==> src/rtl/timer_driver_if.sv <==
// timer_driver_if: host command and capture-response channels of the timer driver
interface timer_driver_if;
  logic        cmd_valid_in;
  logic        cmd_ready_out;
  logic [1:0]  cmd_op_in;
  logic [31:0] cmd_data_in;
  logic        rsp_valid_out;
  logic        rsp_ready_in;
  logic [31:0] rsp_data_out;
  modport master (
    output cmd_valid_in, cmd_op_in, cmd_data_in, rsp_ready_in,
    input  cmd_ready_out, rsp_valid_out, rsp_data_out
  );
  modport slave (
    input  cmd_valid_in, cmd_op_in, cmd_data_in, rsp_ready_in,
    output cmd_ready_out, rsp_valid_out, rsp_data_out
  );
endinterface

==> src/rtl/timer_driver.sv <==
// timer_driver: turns host commands into timer strobes, reads back captures, raises a sticky alarm irq
module timer_driver #(
  parameter int PULSE_CYCLES = 2,
  parameter int GAP_CYCLES   = 2,
  parameter int CAPT_LAT     = 3
) (
  input  logic        clk_in,
  input  logic        rst_in,
  timer_driver_if.slave bus,
  output logic        start_out,
  output logic        capture_out,
  output logic        rst_capture_out,
  output logic        alarm_en_out,
  output logic [31:0] alarm_value_out,
  input  logic [31:0] captured_in,
  input  logic        alarm_flag_in,
  output logic        alarm_irq_out
);
  typedef enum logic [2:0] {IDLE, PULSE_HI, PULSE_LO, WAIT_CAPT, RESP} state_t;
  localparam logic [1:0] OP_START = 2'b00, OP_CAPT = 2'b01, OP_CLR = 2'b10, OP_SET = 2'b11;
  localparam logic [7:0] P_LD = 8'(PULSE_CYCLES - 1);
  localparam logic [7:0] G_LD = 8'(GAP_CYCLES - 1);
  localparam logic [7:0] C_LD = 8'(CAPT_LAT - 1);
  state_t     r_state;
  logic [7:0] r_cnt;
  logic [1:0] r_op;
  logic       r_flag, r_flag_d;
  logic       w_accept, w_set, w_rise;
  assign w_accept = bus.cmd_valid_in & bus.cmd_ready_out;
  assign w_set    = w_accept & (bus.cmd_op_in == OP_SET);
  assign w_rise   = r_flag & ~r_flag_d;
  // Command FSM: one down-counter times strobe high, forced gap and capture latency
  always_ff @(posedge clk_in) begin
    if (rst_in) begin
      r_state           <= IDLE;
      r_cnt             <= '0;
      r_op              <= OP_START;
      bus.cmd_ready_out <= 1'b1;
      bus.rsp_valid_out <= 1'b0;
      bus.rsp_data_out  <= '0;
      start_out         <= 1'b0;
      capture_out       <= 1'b0;
      rst_capture_out   <= 1'b0;
      alarm_en_out      <= 1'b0;
      alarm_value_out   <= '0;
    end else begin
      case (r_state)
        IDLE: if (w_accept) begin
          if (bus.cmd_op_in == OP_SET) begin
            alarm_value_out <= bus.cmd_data_in;
            alarm_en_out    <= bus.cmd_data_in != 0;
          end else begin
            r_op              <= bus.cmd_op_in;
            r_state           <= PULSE_HI;
            r_cnt             <= P_LD;
            bus.cmd_ready_out <= 1'b0;
            start_out         <= bus.cmd_op_in == OP_START;
            capture_out       <= bus.cmd_op_in == OP_CAPT;
            rst_capture_out   <= bus.cmd_op_in == OP_CLR;
          end
        end
        PULSE_HI: if (r_cnt == 0) begin
          start_out       <= 1'b0;
          capture_out     <= 1'b0;
          rst_capture_out <= 1'b0;
          r_state         <= PULSE_LO;
          r_cnt           <= G_LD;
        end else r_cnt <= r_cnt - 8'd1;
        PULSE_LO: if (r_cnt == 0) begin
          if (r_op == OP_CAPT) begin
            r_state <= WAIT_CAPT;
            r_cnt   <= C_LD;
          end else begin
            r_state           <= IDLE;
            bus.cmd_ready_out <= 1'b1;
          end
        end else r_cnt <= r_cnt - 8'd1;
        WAIT_CAPT: if (r_cnt == 0) begin
          r_state           <= RESP;
          bus.rsp_data_out  <= captured_in;
          bus.rsp_valid_out <= 1'b1;
        end else r_cnt <= r_cnt - 8'd1;
        RESP: if (bus.rsp_ready_in) begin
          bus.rsp_valid_out <= 1'b0;
          r_state           <= IDLE;
          bus.cmd_ready_out <= 1'b1;
        end
        default: r_state <= IDLE;
      endcase
    end
  end
  // Alarm irq: registered flag edge sets it (winning over a clear), SET_ALARM clears it
  always_ff @(posedge clk_in) begin
    if (rst_in) begin
      r_flag        <= 1'b0;
      r_flag_d      <= 1'b0;
      alarm_irq_out <= 1'b0;
    end else begin
      r_flag        <= alarm_flag_in;
      r_flag_d      <= r_flag;
      alarm_irq_out <= w_rise | (alarm_irq_out & ~w_set);
    end
  end
endmodule

==> src/flat_wrapper.sv <==
// flat-port wrapper written by rule: the top's interface ports become plain ports
module timer_driver_flat 
#(
  parameter int PULSE_CYCLES = 2,
  parameter int GAP_CYCLES   = 2,
  parameter int CAPT_LAT     = 3
)
  (clk_in, rst_in, start_out, capture_out, rst_capture_out, alarm_en_out, alarm_value_out, captured_in, alarm_flag_in, alarm_irq_out, bus_cmd_valid_in, bus_cmd_op_in, bus_cmd_data_in, bus_rsp_ready_in, bus_cmd_ready_out, bus_rsp_valid_out, bus_rsp_data_out);
  timer_driver_if bus_i ();
  input  logic clk_in;
  input  logic rst_in;
  output logic start_out;
  output logic capture_out;
  output logic rst_capture_out;
  output logic alarm_en_out;
  output logic [31:0] alarm_value_out;
  input  logic [31:0] captured_in;
  input  logic alarm_flag_in;
  output logic alarm_irq_out;
  input wire logic [$bits(bus_i.cmd_valid_in)-1:0] bus_cmd_valid_in;
  input wire logic [$bits(bus_i.cmd_op_in)-1:0] bus_cmd_op_in;
  input wire logic [$bits(bus_i.cmd_data_in)-1:0] bus_cmd_data_in;
  input wire logic [$bits(bus_i.rsp_ready_in)-1:0] bus_rsp_ready_in;
  output wire logic [$bits(bus_i.cmd_ready_out)-1:0] bus_cmd_ready_out;
  output wire logic [$bits(bus_i.rsp_valid_out)-1:0] bus_rsp_valid_out;
  output wire logic [$bits(bus_i.rsp_data_out)-1:0] bus_rsp_data_out;
  assign bus_i.cmd_valid_in = bus_cmd_valid_in;
  assign bus_i.cmd_op_in = bus_cmd_op_in;
  assign bus_i.cmd_data_in = bus_cmd_data_in;
  assign bus_i.rsp_ready_in = bus_rsp_ready_in;
  assign bus_cmd_ready_out = bus_i.cmd_ready_out;
  assign bus_rsp_valid_out = bus_i.rsp_valid_out;
  assign bus_rsp_data_out = bus_i.rsp_data_out;
  timer_driver #(.PULSE_CYCLES(PULSE_CYCLES), .GAP_CYCLES(GAP_CYCLES), .CAPT_LAT(CAPT_LAT)) u_core (.clk_in(clk_in), .rst_in(rst_in), .bus(bus_i), .start_out(start_out), .capture_out(capture_out), .rst_capture_out(rst_capture_out), .alarm_en_out(alarm_en_out), .alarm_value_out(alarm_value_out), .captured_in(captured_in), .alarm_flag_in(alarm_flag_in), .alarm_irq_out(alarm_irq_out));
endmodule
==> config.mk <==
export PLATFORM = sky130hd
export DESIGN_NAME = timer_driver_flat
export DESIGN_NICKNAME = d
export VERILOG_FILES = /design/src/rtl/timer_driver_if.sv /design/src/rtl/timer_driver.sv /design/src/flat_wrapper.sv
export SDC_FILE = /design/constraint.sdc
export NUM_CORES = 1
export LEC_CHECK = 0
export CAP_MARGIN = 20
export CELL_PAD_IN_SITES_DETAIL_PLACEMENT = 1
export CELL_PAD_IN_SITES_GLOBAL_PLACEMENT = 1
export CORE_UTILIZATION = 30
export DETAILED_ROUTE_END_ITERATION = 12
export PLACE_DENSITY = 0.84
export SYNTH_ARGS = -nofsm -noshare
export SYNTH_HDL_FRONTEND = slang
export SYNTH_SLANG_ARGS = --single-unit
==> constraint.sdc <==
create_clock -name clk_in -period 2.95 [get_ports clk_in]
set_input_delay 0.59 -clock clk_in [delete_from_list [all_inputs] [get_ports clk_in]]
set_output_delay 0.59 -clock clk_in [all_outputs]
set_load 0.01 [all_outputs]
==> results of run 1 <==
==> critical path, cell delays in order, from the launching register on <==
cell     delay [ns]
dfxtp_1        0.37
inv_1          0.12
ha_1           0.20
or3b_1         0.50
nor3_4         0.44
and3_1         0.22
buf_4          0.31
nand2_1        0.10
a21oi_1        0.15
==> cells by family (layout without fill, tap and decap cells) <==
logic type / after synthesis / in the layout / synth area share (%)
AOI/OAI and AO/OA: 104 / 104 / 17.65
adders and majority gates: 2 / 2 / 0.7076
buffers and inverters: 34 / 170 / 4.209
DFF: 86 / 86 / 51.25
muxes: 1 / 1 / 0.2980
and+or+nand+nor: 198 / 198 / 25.89
==> power groups by stage <==
stage | sequential (mW) | combinational, mW | clock (mW)
final | 1.36 | 0.967 | 0.922
after global placement | 1.38 | 0.912 | 0
after floorplan | 1.37 | 0.599 | 0
after detailed placement | 1.39 | 0.966 | 0
after CTS | 1.36 | 0.971 | 0.939
after global routing | 1.38 | 1.06 | 1.00
==> metal layers <==
layer / track usage (%) / routed length [um] / vias up
li1: - / - / 1704
met1: 21.98 / 4598 / 1693
met2: 35.07 / 5932 / 69
met3: 4.177 / 408 / 13
met4: 7.534 / 193 / 0
met5: 0 / 0 / -
==> placed cells by master (no fill, tap or decap), drive strengths merged, types with 2 or more instances in the layout <==
cell type | Yosys | routed
nand2 | 138 | 138
dfxtp | 86 | 86
nor2 | 13 | 13
o31ai | 3 | 3
nor2b | 4 | 4
clkbuf | 22 | 13
a22o | 2 | 2
buf | 5 | 7
a31oi | 3 | 3
clkdlybuf4s50 | 0 | 140
nor4 | 10 | 10
or3b | 2 | 2
inv | 7 | 7
nand3 | 5 | 5
and3 | 3 | 3
nand4 | 3 | 3
bufinv | 0 | 2
a22oi | 4 | 4
o22ai | 3 | 3
nand2b | 5 | 5
a21oi | 76 | 76
nor3 | 6 | 6
or3 | 3 | 3
o21ai | 4 | 4
==> final cells by class <==
cell class | instances | area (sq um) | area share (%)
Tap cell | 140 | 175.2 | 3.441
Multi-Input combinational cell | 305 | 1499 | 29.45
Timing Repair Buffer | 147 | 1451 | 28.52
Clock buffer | 13 | 148.9 | 2.925
Clock inverter | 3 | 67.56 | 1.327
Sequential cell | 86 | 1722 | 33.82
Inverter | 7 | 26.28 | 0.5162
==> per-stage QoR <==
step | util (%) | setup slack [ns] | cells
3_3_place_gp | 44.76 | 0.4666 | 685
4_1_cts | 46.75 | 0.4457 | 701
5_1_grt | 46.75 | 0.2496 | 701
2_1_floorplan | - | 0.7805 | 425
3_5_place_dp | 44.76 | 0.3661 | 685
6_report | 46.75 | 0.4363 | 701
==> sequential cells by signal (all words and copies together), names as in the netlist, 2 cells and up <==
| register | cells |
|---|---|
| u_core.r_cnt | 8 |
| u_core.r_state | 3 |
| u_core.bus.rsp_data_out | 32 |
| u_core.r_op | 2 |
| u_core.alarm_value_out | 32 |
==> Yosys cell counts (2+ instances only) <==
cell type / instances / share of area, %
nor2b_1: 4 / 0.74
nor4_1: 10 / 1.9
nor3_1: 5 / 0.74
a31oi_1: 3 / 0.56
nand2b_1: 5 / 0.93
nand2_1: 138 / 15
buf_4: 3 / 0.67
inv_1: 7 / 0.78
clkbuf_1: 22 / 2.5
dfxtp_1: 86 / 51
o21ai_0: 4 / 0.60
and3_1: 3 / 0.56
a22o_1: 2 / 0.52
o22ai_1: 3 / 0.56
nand4_1: 3 / 0.56
nor2_1: 13 / 1.5
o31ai_1: 3 / 0.67
a22oi_1: 4 / 0.89
a21oi_1: 76 / 11
buf_2: 2 / 0.30
or3_1: 3 / 0.56
nand3_1: 5 / 0.74
==> path summary, 6_finish.rpt <==
path,startpoint,to,slack [ns],cells past startpoint
worst max register to register,u_core.r_cnt[0]$_SDFFE_PP0P_,u_core.bus.rsp_data_out[12]$_SDFFE_PP0P_,0.44,8
worst min register to register,u_core.alarm_value_out[7]$_SDFFE_PP0P_,u_core.alarm_value_out[7]$_SDFFE_PP0P_,0.46,2
worst max-delay path,u_core.r_cnt[0]$_SDFFE_PP0P_,u_core.bus.rsp_data_out[12]$_SDFFE_PP0P_,0.44,8
worst min-delay path,u_core.alarm_value_out[7]$_SDFFE_PP0P_,u_core.alarm_value_out[7]$_SDFFE_PP0P_,0.46,2
==> qor.yml, run 1 <==
portBuffers: 141
p_comb_share_pct: 29.7
vias: 3479
gp_congestion: 0.7762
path_clk_slew_ns: 0.08
timing.hold.ws_ns: 0.4570
syn_area_per_cell_sq_um: 7.905
cp-start-kind: "register"
grt_max_degree: 52
rows: 38
synth_top_flop_cell: "dfxtp_1"
syn-cell-area_sq_mm: 0.003359
setup_tns_ns: 0
drtIter0Drc: 150
rsz0062_at_grt: "false"
yosysSeqAreaShare_pct: 51.25
min_period_ns: 2.514
post_cts_buffers: 0
drc_errors: 0
postRouteAntennaNets: 0
synth_edf_count: 0
p_per_area_mw_per_mm2: 639.2
worstSetupEndpointType: "register"
wl_um: 11130
cts_buffer_depth: 2
tightest_slew_ns: 0.6476
grt_pass1_vias: 3578
ys_types: 43
dr.pass1.iters: 5
synth_seq_cells: 86
syn2layout_area_growth_pct: 51.51
die_y_um: 107.8
syn_nets: 497
crit_fanout: 32
crit_type: "register to register"
die-area_sq_mm: 0.01163
antennaDiodeCount: 0
clock_power_share_pct: 28.3
fin_skew_ns: 0.01010
timing.final.crit_share_pct: 85.21
grt_overflow: 0
holdBufCountCts: 0
fp.coreArea_sq_mm: 0.01089
clkSinkCount: 86
internal_power_mw: 2.194
power.switching_mw: 1.059
finalSetupViolations: 0
maxSlewHeadroom_pct: 56.43
totalPowerFinal_mw: 3.254
async_reset_ff_share_pct: 0
placedInstanceArea_sq_mm: 0.004873
final_max_slew_viol_count: 0
h-tree-depth: 3
die_w_um: 107.8
p_seq_share_pct: 41.9
start_util_pct: 30.85
final_area_sq_mm: 0.005090
hpwl_um: 8271
fmax_mhz: 397.8
drv_cap: 0
antenna_found_initial: 0
grt_pass1_wl_um: 17360
power_switching_share_pct: 32.56
cts_made_buffers: 9
cts_tree: "done"
hp-class: "register to register"
clkLatencyLatePin_ns: 0.36
crit_arrival_ns: 2.80
fillers: 1298
hold_viol: 0
irDropWorstVdd_mv: 0.3445
ctsResizeCount: 0
status: "finished clean"
via_per_inst: 4.963
clockRootBuffer: "clkbuf_8"
drive_above_1_share_pct: 4.635
syn-instance-count: 425
p_leak_nw: 1.732
ys_warn_count: 0
ios: 142
crit_required_ns: 3.24
nNetsFinal: 628
track_usage_pct: 19.37
wire_per_inst_um: 15.88
Power figures use the tool's default switching activity.
==> inputs of run 2 (changes only) <==
Settings changed: CORE_ASPECT_RATIO set to 1.4.
==> qor.yml, run 2 (same netlist as run 1, synthesis figures left out) <==
status: "finished clean"
met2_length_um: 5657  # -4.6%
final_cell_mix: "clkdlybuf4s50_1 (140), nand2_1 (138), dfxtp_1 (86), a21oi_1 (76), nor2_1 (12)"
p_comb_share_pct: 27.8  # -1.9 points
irDropWorstVdd_mv: 0.3246  # -5.8%
nNetsFinal: 630  # +0.32%
cts_tree: "done"
crit_arrival_ns: 2.65  # -0.15 ns
clock_power_share_pct: 32.7  # +4.4 points
power_switching_share_pct: 31.69  # -0.87 points
rows: 45  # +18%
rsz0062_at_grt: "false"
timing.final.crit_share_pct: 83.50  # -1.7 points
h-tree-depth: 3  # unchanged
grt_overflow: 0  # unchanged
top_regs: "u_core.alarm_value_out: 32 flops, u_core.bus.rsp_data_out: 32 flops, u_core.r_cnt: 8 flops"
power.switching_mw: 1.093  # +3.2%
worstHoldStart: "u_core.alarm_value_out[29]$_SDFFE_PP0P_"
cts_buffer_depth: 2  # unchanged
via_per_inst: 4.862  # -2.0%
internal_power_mw: 2.356  # +7.4%
m1WireLength_um: 4105  # -11%
crit_path_start: "u_core.r_cnt[0]$_SDFFE_PP0P_"
ios: 142  # unchanged
final_common_cell: "clkdlybuf4s50_1"
finalSetupViolations: 0  # unchanged
crit_required_ns: 3.13  # -0.11 ns
wire_per_inst_um: 14.90  # -6.1%
syn2layout_area_growth_pct: 54.45
path_clk_slew_ns: 0.06  # -0.02 ns
hpwl_um: 7720  # -6.7%
critical_path_buf_inv_count: 2  # unchanged
post_cts_buffers: 0  # unchanged
clkLatencyLatePin_ns: 0.34  # -0.02 ns
ctsResizeCount: 0  # unchanged
worstSetupEndpointType: "register"
wl_met3_um: 569  # +39%
min_period_ns: 2.463  # -0.05033 ns
final_max_slew_viol_count: 0  # unchanged
start_util_pct: 30.92  # +0.060 points
fmax_mhz: 406.0  # +2.0%
grt_max_degree: 79  # +52%
clkSinkCount: 86  # unchanged
drive_above_1_share_pct: 5.506  # +0.87 points
antenna_found_initial: 0  # unchanged
gp_congestion: 0.8049  # +3.7%
drtIter0Drc: 56  # -63%
crit_fanout: 19  # -41%
clockRootBuffer: "clkbuf_16"
setup_tns_ns: 0  # unchanged
drv_cap: 0  # unchanged
postRouteAntennaNets: 0  # unchanged
critPathTopFamily: "simple AND/OR/NAND/NOR gates"
post-route-util_pct: 47.75  # +1.0 points
portBuffers: 141  # unchanged
grt_pass1_vias: 3473  # -2.9%
crit_type: "register to register"
cts_made_buffers: 9  # unchanged
drc_errors: 0  # unchanged
dr.pass1.iters: 4  # -1
fp.coreArea_sq_mm: 0.01087  # -0.19%
dp.cells: 688  # +0.44%
fin_skew_ns: 0.005443  # -0.004657 ns
track_usage_pct: 18.10  # -1.3 points
p_leak_nw: 1.784  # +2.9%
p_seq_share_pct: 39.5  # -2.4 points
die_y_um: 127.2  # +18%
maxSlewHeadroom_pct: 45.92  # -11 points
die_w_um: 91.44  # -15%
antennaDiodeCount: 0  # unchanged
wl_um: 10490  # -5.7%
path_cells: "inv_1 -> ha_1 -> or3b_1 -> nor3_4 -> nand3_1 -> buf_4 -> nand2_1 -> a21oi_1"
top_layer_used: "met4"
vias: 3423  # -1.6%
tightest_slew_ns: 0.8112  # +0.1636 ns
instances_no_fill: 704  # +0.43%
hold_viol: 0  # unchanged
cp-start-kind: "register"
p_per_area_mw_per_mm2: 664.8  # +4.0%
reg2reg_from: "u_core.r_cnt[0]$_SDFFE_PP0P_"
hp-class: "register to register"
holdBufCountCts: 0  # unchanged
critical_path.max_stage_delay_ns: 0.49  # about the same
grt_pass1_wl_um: 16710  # -3.7%
cp_slowest_cell: "or3b_1"
die-area_sq_mm: 0.01163  # about the same
run 2: routing by layer:
layer | up-vias | GRT usage [%]
li1 | 1713 | -
met3 | 10 | 3.988
met5 | - | 0
met1 | 1616 | 19.08
met2 | 84 | 34.50
met4 | 0 | 7.003
run 2: final cells by class:
| cell class | count | area (sq um) |
|---|---|---|
| clock buffer | 9 | 225.2 |
| clock inverter | 7 | 73.82 |
| fill | 1290 | 5678 |
| inverter | 7 | 26.28 |
| multi-input combinational | 305 | 1499 |
| sequential | 86 | 1722 |
| tap | 141 | 176.4 |
| timing repair buffer | 149 | 1466 |
run 2: worst paths after layout:
path | slack, ns | cells after the start | to
max reg2reg | 0.49 | 8 | u_core.bus.rsp_data_out[28]$_SDFFE_PP0P_
max | 0.49 | 8 | u_core.bus.rsp_data_out[28]$_SDFFE_PP0P_
min | 0.45 | 2 | u_core.alarm_value_out[29]$_SDFFE_PP0P_
min reg2reg | 0.45 | 2 | u_core.alarm_value_out[29]$_SDFFE_PP0P_
run 2: stage by stage:
stage | setup slack [ns] | hold slack [ns] | instance area (sq um) | power, mW
2_1_floorplan | 0.7805 | 0.4297 | 3359 | 1.966
3_3_place_gp | 0.4717 | 0.4414 | 4890 | 2.300
3_5_place_dp | 0.4203 | 0.4465 | 4890 | 2.345
4_1_cts | 0.4565 | 0.4582 | 5189 | 3.493
5_1_grt | 0.2877 | 0.4811 | 5189 | 3.638
6_report | 0.4867 | 0.4541 | 5189 | 3.449
run 2: worst register-to-register path, cell delays in order (launching register included):
cell and delay (ns):
dfxtp_1 0.35, inv_1 0.12, ha_1 0.21, or3b_1 0.50, nor3_4 0.42, nand3_1 0.25
buf_4 0.29, nand2_1 0.11, a21oi_1 0.06
run 2: power by group through the flow:
| stage | clock network, mW | registers, mW | logic (mW) |
|---|---|---|---|
| after global placement | 0 | 1.38 | 0.921 |
| after floorplan | 0 | 1.37 | 0.599 |
| after detailed placement | 0 | 1.39 | 0.959 |
| final | 1.13 | 1.36 | 0.958 |
| after CTS | 1.16 | 1.36 | 0.971 |
| after global routing | 1.20 | 1.38 | 1.06 |
==> variant 1: new RTL, settings of run 2 <==
Re-encode `state_t` (5 states) as one-hot, 5 bits wide.
--- a/src/rtl/timer_driver.sv
+++ b/src/rtl/timer_driver.sv
@@ -16,7 +16,7 @@
   input  logic        alarm_flag_in,
   output logic        alarm_irq_out
 );
-  typedef enum logic [2:0] {IDLE, PULSE_HI, PULSE_LO, WAIT_CAPT, RESP} state_t;
+  typedef enum logic [4:0] {IDLE = 5'b00001, PULSE_HI = 5'b00010, PULSE_LO = 5'b00100, WAIT_CAPT = 5'b01000, RESP = 5'b10000} state_t;
   localparam logic [1:0] OP_START = 2'b00, OP_CAPT = 2'b01, OP_CLR = 2'b10, OP_SET = 2'b11;
   localparam logic [7:0] P_LD = 8'(PULSE_CYCLES - 1);
   localparam logic [7:0] G_LD = 8'(GAP_CYCLES - 1);
Behaviour: no difference found for any inputs over 10 cycles, from zero or initial values and one cycle with rst_in high; not proved beyond that.
==> variant 1 against run 2 <==
Critical path depth is 3 lower. Count of clock-buffer cells in the layout is 1 higher. Wire length is 7.9% higher. Area after synthesis is 7.9% higher. Die area is 7.7% higher. Sequential cell count is 2 higher. Worst setup slack better by 0.069 ns. Via count is 6.3% higher. Maximum frequency is 2.9% higher. Cell area is 4.0% higher. Highest routed layer unchanged.
Power is not compared: it rests on default switching activity, and its combinational part moved more than twofold at a synthesized area within 25%.
==> variant 1: results (changes against run 2) <==
* R2r worst-path depth at 5 (-3)
* Synth area leaders: dfxtp_1 (49%), nand2_1 (14%), a21oi_1 (10%), clkbuf_1 (2.4%), nor3_1 (2.2%)
* Slew @ Worst Pin at 0.638 ns (-0.173 ns)
* Lkg Pwr at 1.82 nW
* Ys Warns at 0 (unchanged)
* Hold WS at 0.454 ns (+0.000161 ns)
* Setup slack after placement at 0.383 ns (-0.0373 ns)
* Hold path depth at 2 (unchanged)
* CP max FO at 10 (-9)
* Worst r2r src: u_core.r_state[0]
* Maximum level of the CTS H-tree at 3 (unchanged)
* Layout cells sized above 1 at 6.31% (+0.81 points)
* Crit path max-delay family: simple AND/OR/NAND/NOR gates
* Worst hold path type: reg -> reg
* R2R setup slack at 0.56 ns (+0.07 ns)
* Crit-path max cell delay at 0.53 ns (+0.04 ns)
* Top cells by count, synth: nand2_1 (137), dfxtp_1 (88), a21oi_1 (76), clkbuf_1 (23), nor2_1 (19)
* Crit path arrival time at 2.62 ns (-0.03 ns)
* First-pass GRT wire length at 18.3 mm (+9.8%)
* Average wire per standard cell at 15.4 um (+3.6%)
* Post-synth cell types at 58 (+35%)
* Hold endpoint: u_core.bus.rsp_data_out[18]
* Vias in the first global route at 3,826 (+10%)
* Vias per cell at 4.96 (+2.1%)
* Hold_sp: u_core.bus.rsp_data_out[18]
* Post-synth net total at 527 (+6.0%)
* Total GRT Usage at 18.9% (+0.75 points)
* Skew-Pair Late Insertion Delay at 0.34 ns (about the same)
* Syn Area/Cell at 7.96 um^2 (+0.75%)
* RR Endpoint: u_core.r_cnt[0]
* Largest net degree at the start of global routing at 40 (-49%)
* Final HPWL DP at 8.42 mm (+9.1%)
* Skew final at 0.00513 ns (-0.000314 ns)
* # nets final at 655 (+4.0%)
* Resize count post-CTS at 0 (unchanged)
* Cell total after placement at 719 (+4.5%)
* Register area share after synthesis at 48.6% (-2.6 points)
* Outcome: finished, final reports clean
* Final wirelength at 11.3 mm (+7.9%)
* Starting DRT DRC Count at 99 (+77%)
* FILL cells at 1,433 (+11%)
* Placer's final routability congestion estimate at 0.764 (-5.1%)
* Clock buffer depth at 2 (unchanged)
* Max stage delay cell, worst path: dfxtp_1
* Drt first pass iters at 4 (unchanged)
* Postcts setup bufs at 0 (unchanged)
[variant 1: power breakdown]
part	internal [W]	switching (W)	total, W
sequential	0.00122	0.0000288	0.00125
combinational	0.000191	0.000179	0.000370
clock	0.000644	0.000451	0.00110
[variant 1: worst max-delay path by stage]
stage / endpoint / slack [ns] / depth (start not counted) / startpoint
finish: u_core.r_cnt[0] / 0.56 / 5 / u_core.r_state[0]
floorplan: u_core.r_cnt[0] / 0.87 / 6 / u_core.r_state[0]
detailed placement: u_core.alarm_value_out[27] / 0.38 / 6 / bus_cmd_op_in[1]
CTS: u_core.r_cnt[0] / 0.53 / 7 / u_core.r_cnt[0]
global placement: u_core.alarm_value_out[29] / 0.43 / 6 / bus_cmd_op_in[1]
global route: u_core.bus.rsp_data_out[7] / 0.37 / 8 / u_core.r_cnt[0]
[variant 1: worst reg2reg max path, stage by stage, from the launching register on]
cell and delay, ns:
dfxtp_1 0.53, or3b_4 0.46, or4b_1 0.53, a21o_1 0.23
nor2_4 0.21, mux2_4 0.32
[variant 1: per-stage QoR]
step / utilization (%) / cell area (um^2)
after floorplan: - / 3620
after global placement: 43.3 / 5120
after detailed placement: 43.3 / 5120
after CTS: 45.6 / 5390
after global routing: 45.6 / 5390
final: 45.6 / 5390
[variant 1: per-layer routing]
layer / track usage [%] / routed length (um) / vias to the layer above
met2: 33.2 / 5750 / 121
met4: 9.09 / 290 / 0
met1: 19.5 / 4370 / 1694
li1: - / - / 1803
met3: 6.40 / 911 / 20
met5: 0 / 0 / -
[variant 1: cells by family (layout without fill, tap and decap cells)]
group	after synthesis	after routing	share of synthesized area, %
buf+inv	36	167	4.87
xor+xnor	2	2	0.484
simple gates	217	217	27.6
flops	88	88	48.6
fa+ha+maj	1	1	0.345
compound gates	106	106	16.6
mux	5	5	1.52
[variant 1: final cells by class]
type | count | area (um^2) | area share [%]
well taps | 147 | 184 | 3.41
inverters | 4 | 15.0 | 0.278
clock inverters | 4 | 47.5 | 0.881
flip-flops and latches | 88 | 1760 | 32.7
multi-input cells | 331 | 1690 | 31.3
repair buffers | 149 | 1470 | 27.2
clock buffers | 10 | 229 | 4.24
==> variant 2: new RTL, settings of run 2 <==
Without the edit above. Make the reset (`rst_in`) asynchronous in 2 clocked blocks.
--- a/src/rtl/timer_driver.sv
+++ b/src/rtl/timer_driver.sv
@@ -30,7 +30,7 @@
   assign w_set    = w_accept & (bus.cmd_op_in == OP_SET);
   assign w_rise   = r_flag & ~r_flag_d;
   // Command FSM: one down-counter times strobe high, forced gap and capture latency
-  always_ff @(posedge clk_in) begin
+  always_ff @(posedge clk_in or posedge rst_in) begin
     if (rst_in) begin
       r_state           <= IDLE;
       r_cnt             <= '0;
@@ -90,7 +90,7 @@
     end
   end
   // Alarm irq: registered flag edge sets it (winning over a clear), SET_ALARM clears it
-  always_ff @(posedge clk_in) begin
+  always_ff @(posedge clk_in or posedge rst_in) begin
     if (rst_in) begin
       r_flag        <= 1'b0;
       r_flag_d      <= 1'b0;
Check against the original RTL: differs if rst_in is asserted again (counterexample within 4 cycles, from zero or initial values and one cycle with rst_in high); with rst_in held inactive, the same outputs for 10 cycles.
==> variant 2 against run 2 <==
Clock skew up 0.0030 ns. Area after synthesis grew 7.6%. Sequential cell count stayed put. Via count is 19% lower. Wire length fell by 5.0%. Worst hold slack got worse by 0.075 ns. Non-clock buffer count shrank 3. Worst setup slack worse by 0.021 ns. Cell area is 7.0% higher. First-iteration DRC count down 16%. Critical endpoint is now u_core.bus.rsp_data_out[31]. Largest cell class unchanged.
Power is not compared: it rests on default switching activity, and its combinational part moved more than twofold at a synthesized area within 25%.
==> variant 2: results (changes against run 2) <==
* Lkg Pwr at 2.32 nW
* Largest net degree at the start of global routing at 40 (-49%)
* Inserted Diodes at 0 (unchanged)
* Ys Warns at 0 (unchanged)
* Via count at 2,787 (-19%)
* Met1 Use GR at 17.0% (-2.1 points)
* Post-synth net total at 340 (-32%)
* Resize count post-CTS at 0 (unchanged)
* Synth area leaders: dfrtp_1 (59%), mux2_2 (18%), mux2_1 (2.2%), nor4_1 (1.4%), nor2_1 (1.1%)
* Average wire per standard cell at 17.6 um (+18%)
* Inserted Clock Buffers at 9 (unchanged)
* Total GRT Usage at 16.6% (-1.5 points)
* Clk pin slew, worst setup/hold paths at 0.07 ns
* Biggest regs: u_core.alarm_value_out x32, u_core.bus.rsp_data_out x32, u_core.r_cnt x8
* M3 GR Usage at 3.29% (-0.70 points)
* Cell total after placement at 550 (-20%)
* Top cells by count, synth: dfrtp_1 (85), mux2_2 (59), nor2_1 (11), inv_1 (9)
* First-pass GRT wire length at 16.0 mm (-4.5%)
* Maximum level of the CTS H-tree at 3 (unchanged)
* Outcome: finished, final reports clean
* Layout cells sized above 1 at 21.0% (+15 points)
* Post-synth cell types at 46 (+7.0%)
* FFs w/ async S/R, synth at 100% (+100 points)
* Vias in the first global route at 3,107 (-11%)
* WS Path Type: reg -> reg
* Postcts setup bufs at 0 (unchanged)
* Synth Instances at 268 (-37%)
* R2R setup slack at 0.47 ns (-0.02 ns)
* CP max FO at 32 (+13)
* Crit path arrival time at 2.69 ns (+0.04 ns)
* Skew-Pair Late Insertion Delay at 0.33 ns
* Crit path from: u_core.r_cnt[0]
* GRT met2 Usage at 31.7% (-2.8 points)
* Final HPWL DP at 7.63 mm (-1.2%)
* Starting DRT DRC Count at 47 (-16%)
* Slew @ Worst Pin at 0.665 ns (-0.146 ns)
* # nets final at 486 (-23%)
* Placer's final routability congestion estimate at 0.776 (-3.6%)
* Worst hold path type: reg -> reg
* RR Endpoint: u_core.bus.rsp_data_out[31]
* IR drop worst, VDD at 0.000333 V
* R2r worst-path depth at 7 (-1)
* Vias per cell at 4.92 (+1.3%)
* Skew final at 0.00844 ns (+0.00299 ns)
* CTS root buf: clkbuf_16
* Register area share after synthesis at 59.6% (+8.3 points)
* Initial antenna violation count at 0 (unchanged)
[variant 2: through the flow]
stage	power, W	worst slack (ns)	hold WS (ns)	utilization (%)	area [um^2]
finish	0.00271	0.465	0.379	47.2	5550
global route	0.00281	0.291	0.395	47.2	5550
CTS	0.00275	0.445	0.382	47.2	5550
detailed placement	0.00146	0.453	0.378	44.3	5220
global placement	0.00145	0.518	0.363	44.3	5220
floorplan	0.00129	0.140	0.354	-	3610
[variant 2: cell type report]
type / instances / area, um^2
multi-input cells: 162 / 1380
fillers: 1222 / 6210
clock inverters: 5 / 106
flip-flops and latches: 86 / 2150
inverters: 9 / 35.0
clock buffers: 11 / 233
well taps: 147 / 184
repair buffers: 146 / 1460
[variant 2: worst min-delay path by stage]
| stage | startpoint | end | depth (start not counted) |
|---|---|---|---|
| 2_1_floorplan | u_core.r_flag | u_core.r_flag_d | 0 |
| 3_3_place_gp | u_core.r_flag | u_core.r_flag_d | 0 |
| 3_5_place_dp | u_core.r_flag | u_core.r_flag_d | 0 |
| 4_1_cts | u_core.r_flag | u_core.r_flag_d | 0 |
| 5_1_grt | u_core.r_flag | u_core.r_flag_d | 0 |
| 6_report | u_core.r_flag | u_core.r_flag_d | 0 |
[variant 2: cells by family (layout without fill, tap and decap cells)]
logic type,after synthesis,in the layout,synth area share (%)
and+or+nand+nor,55,55,8.72
buffers and inverters,20,171,2.46
muxes,67,67,20.8
AOI/OAI and AO/OA,39,39,8.07
DFF,86,86,59.6
adders and majority gates,1,1,0.346
[variant 2: metal layers]
layer	share of wire (%)	up-vias	wire [um]
li1	-	1278	-
met1	35	1400	3480
met2	58	88	5760
met3	4.5	21	449
met4	2.9	0	286
met5	0	-	0
[variant 2: power breakdown]
part	total (W)	switching (W)	internal (W)
logic	0.000216	0.0000768	0.000139
registers	0.00121	0.0000117	0.00120
clock network	0.00128	0.000450	0.000831
[variant 2: critical path, cell delays in order, from the launching register on]
cell,delay [ns]
dfrtp_1,0.44
inv_1,0.09
ha_1,0.22
or4b_1,0.64
nor2_4,0.22
nand3_2,0.09
buf_4,0.29
mux2_1,0.36
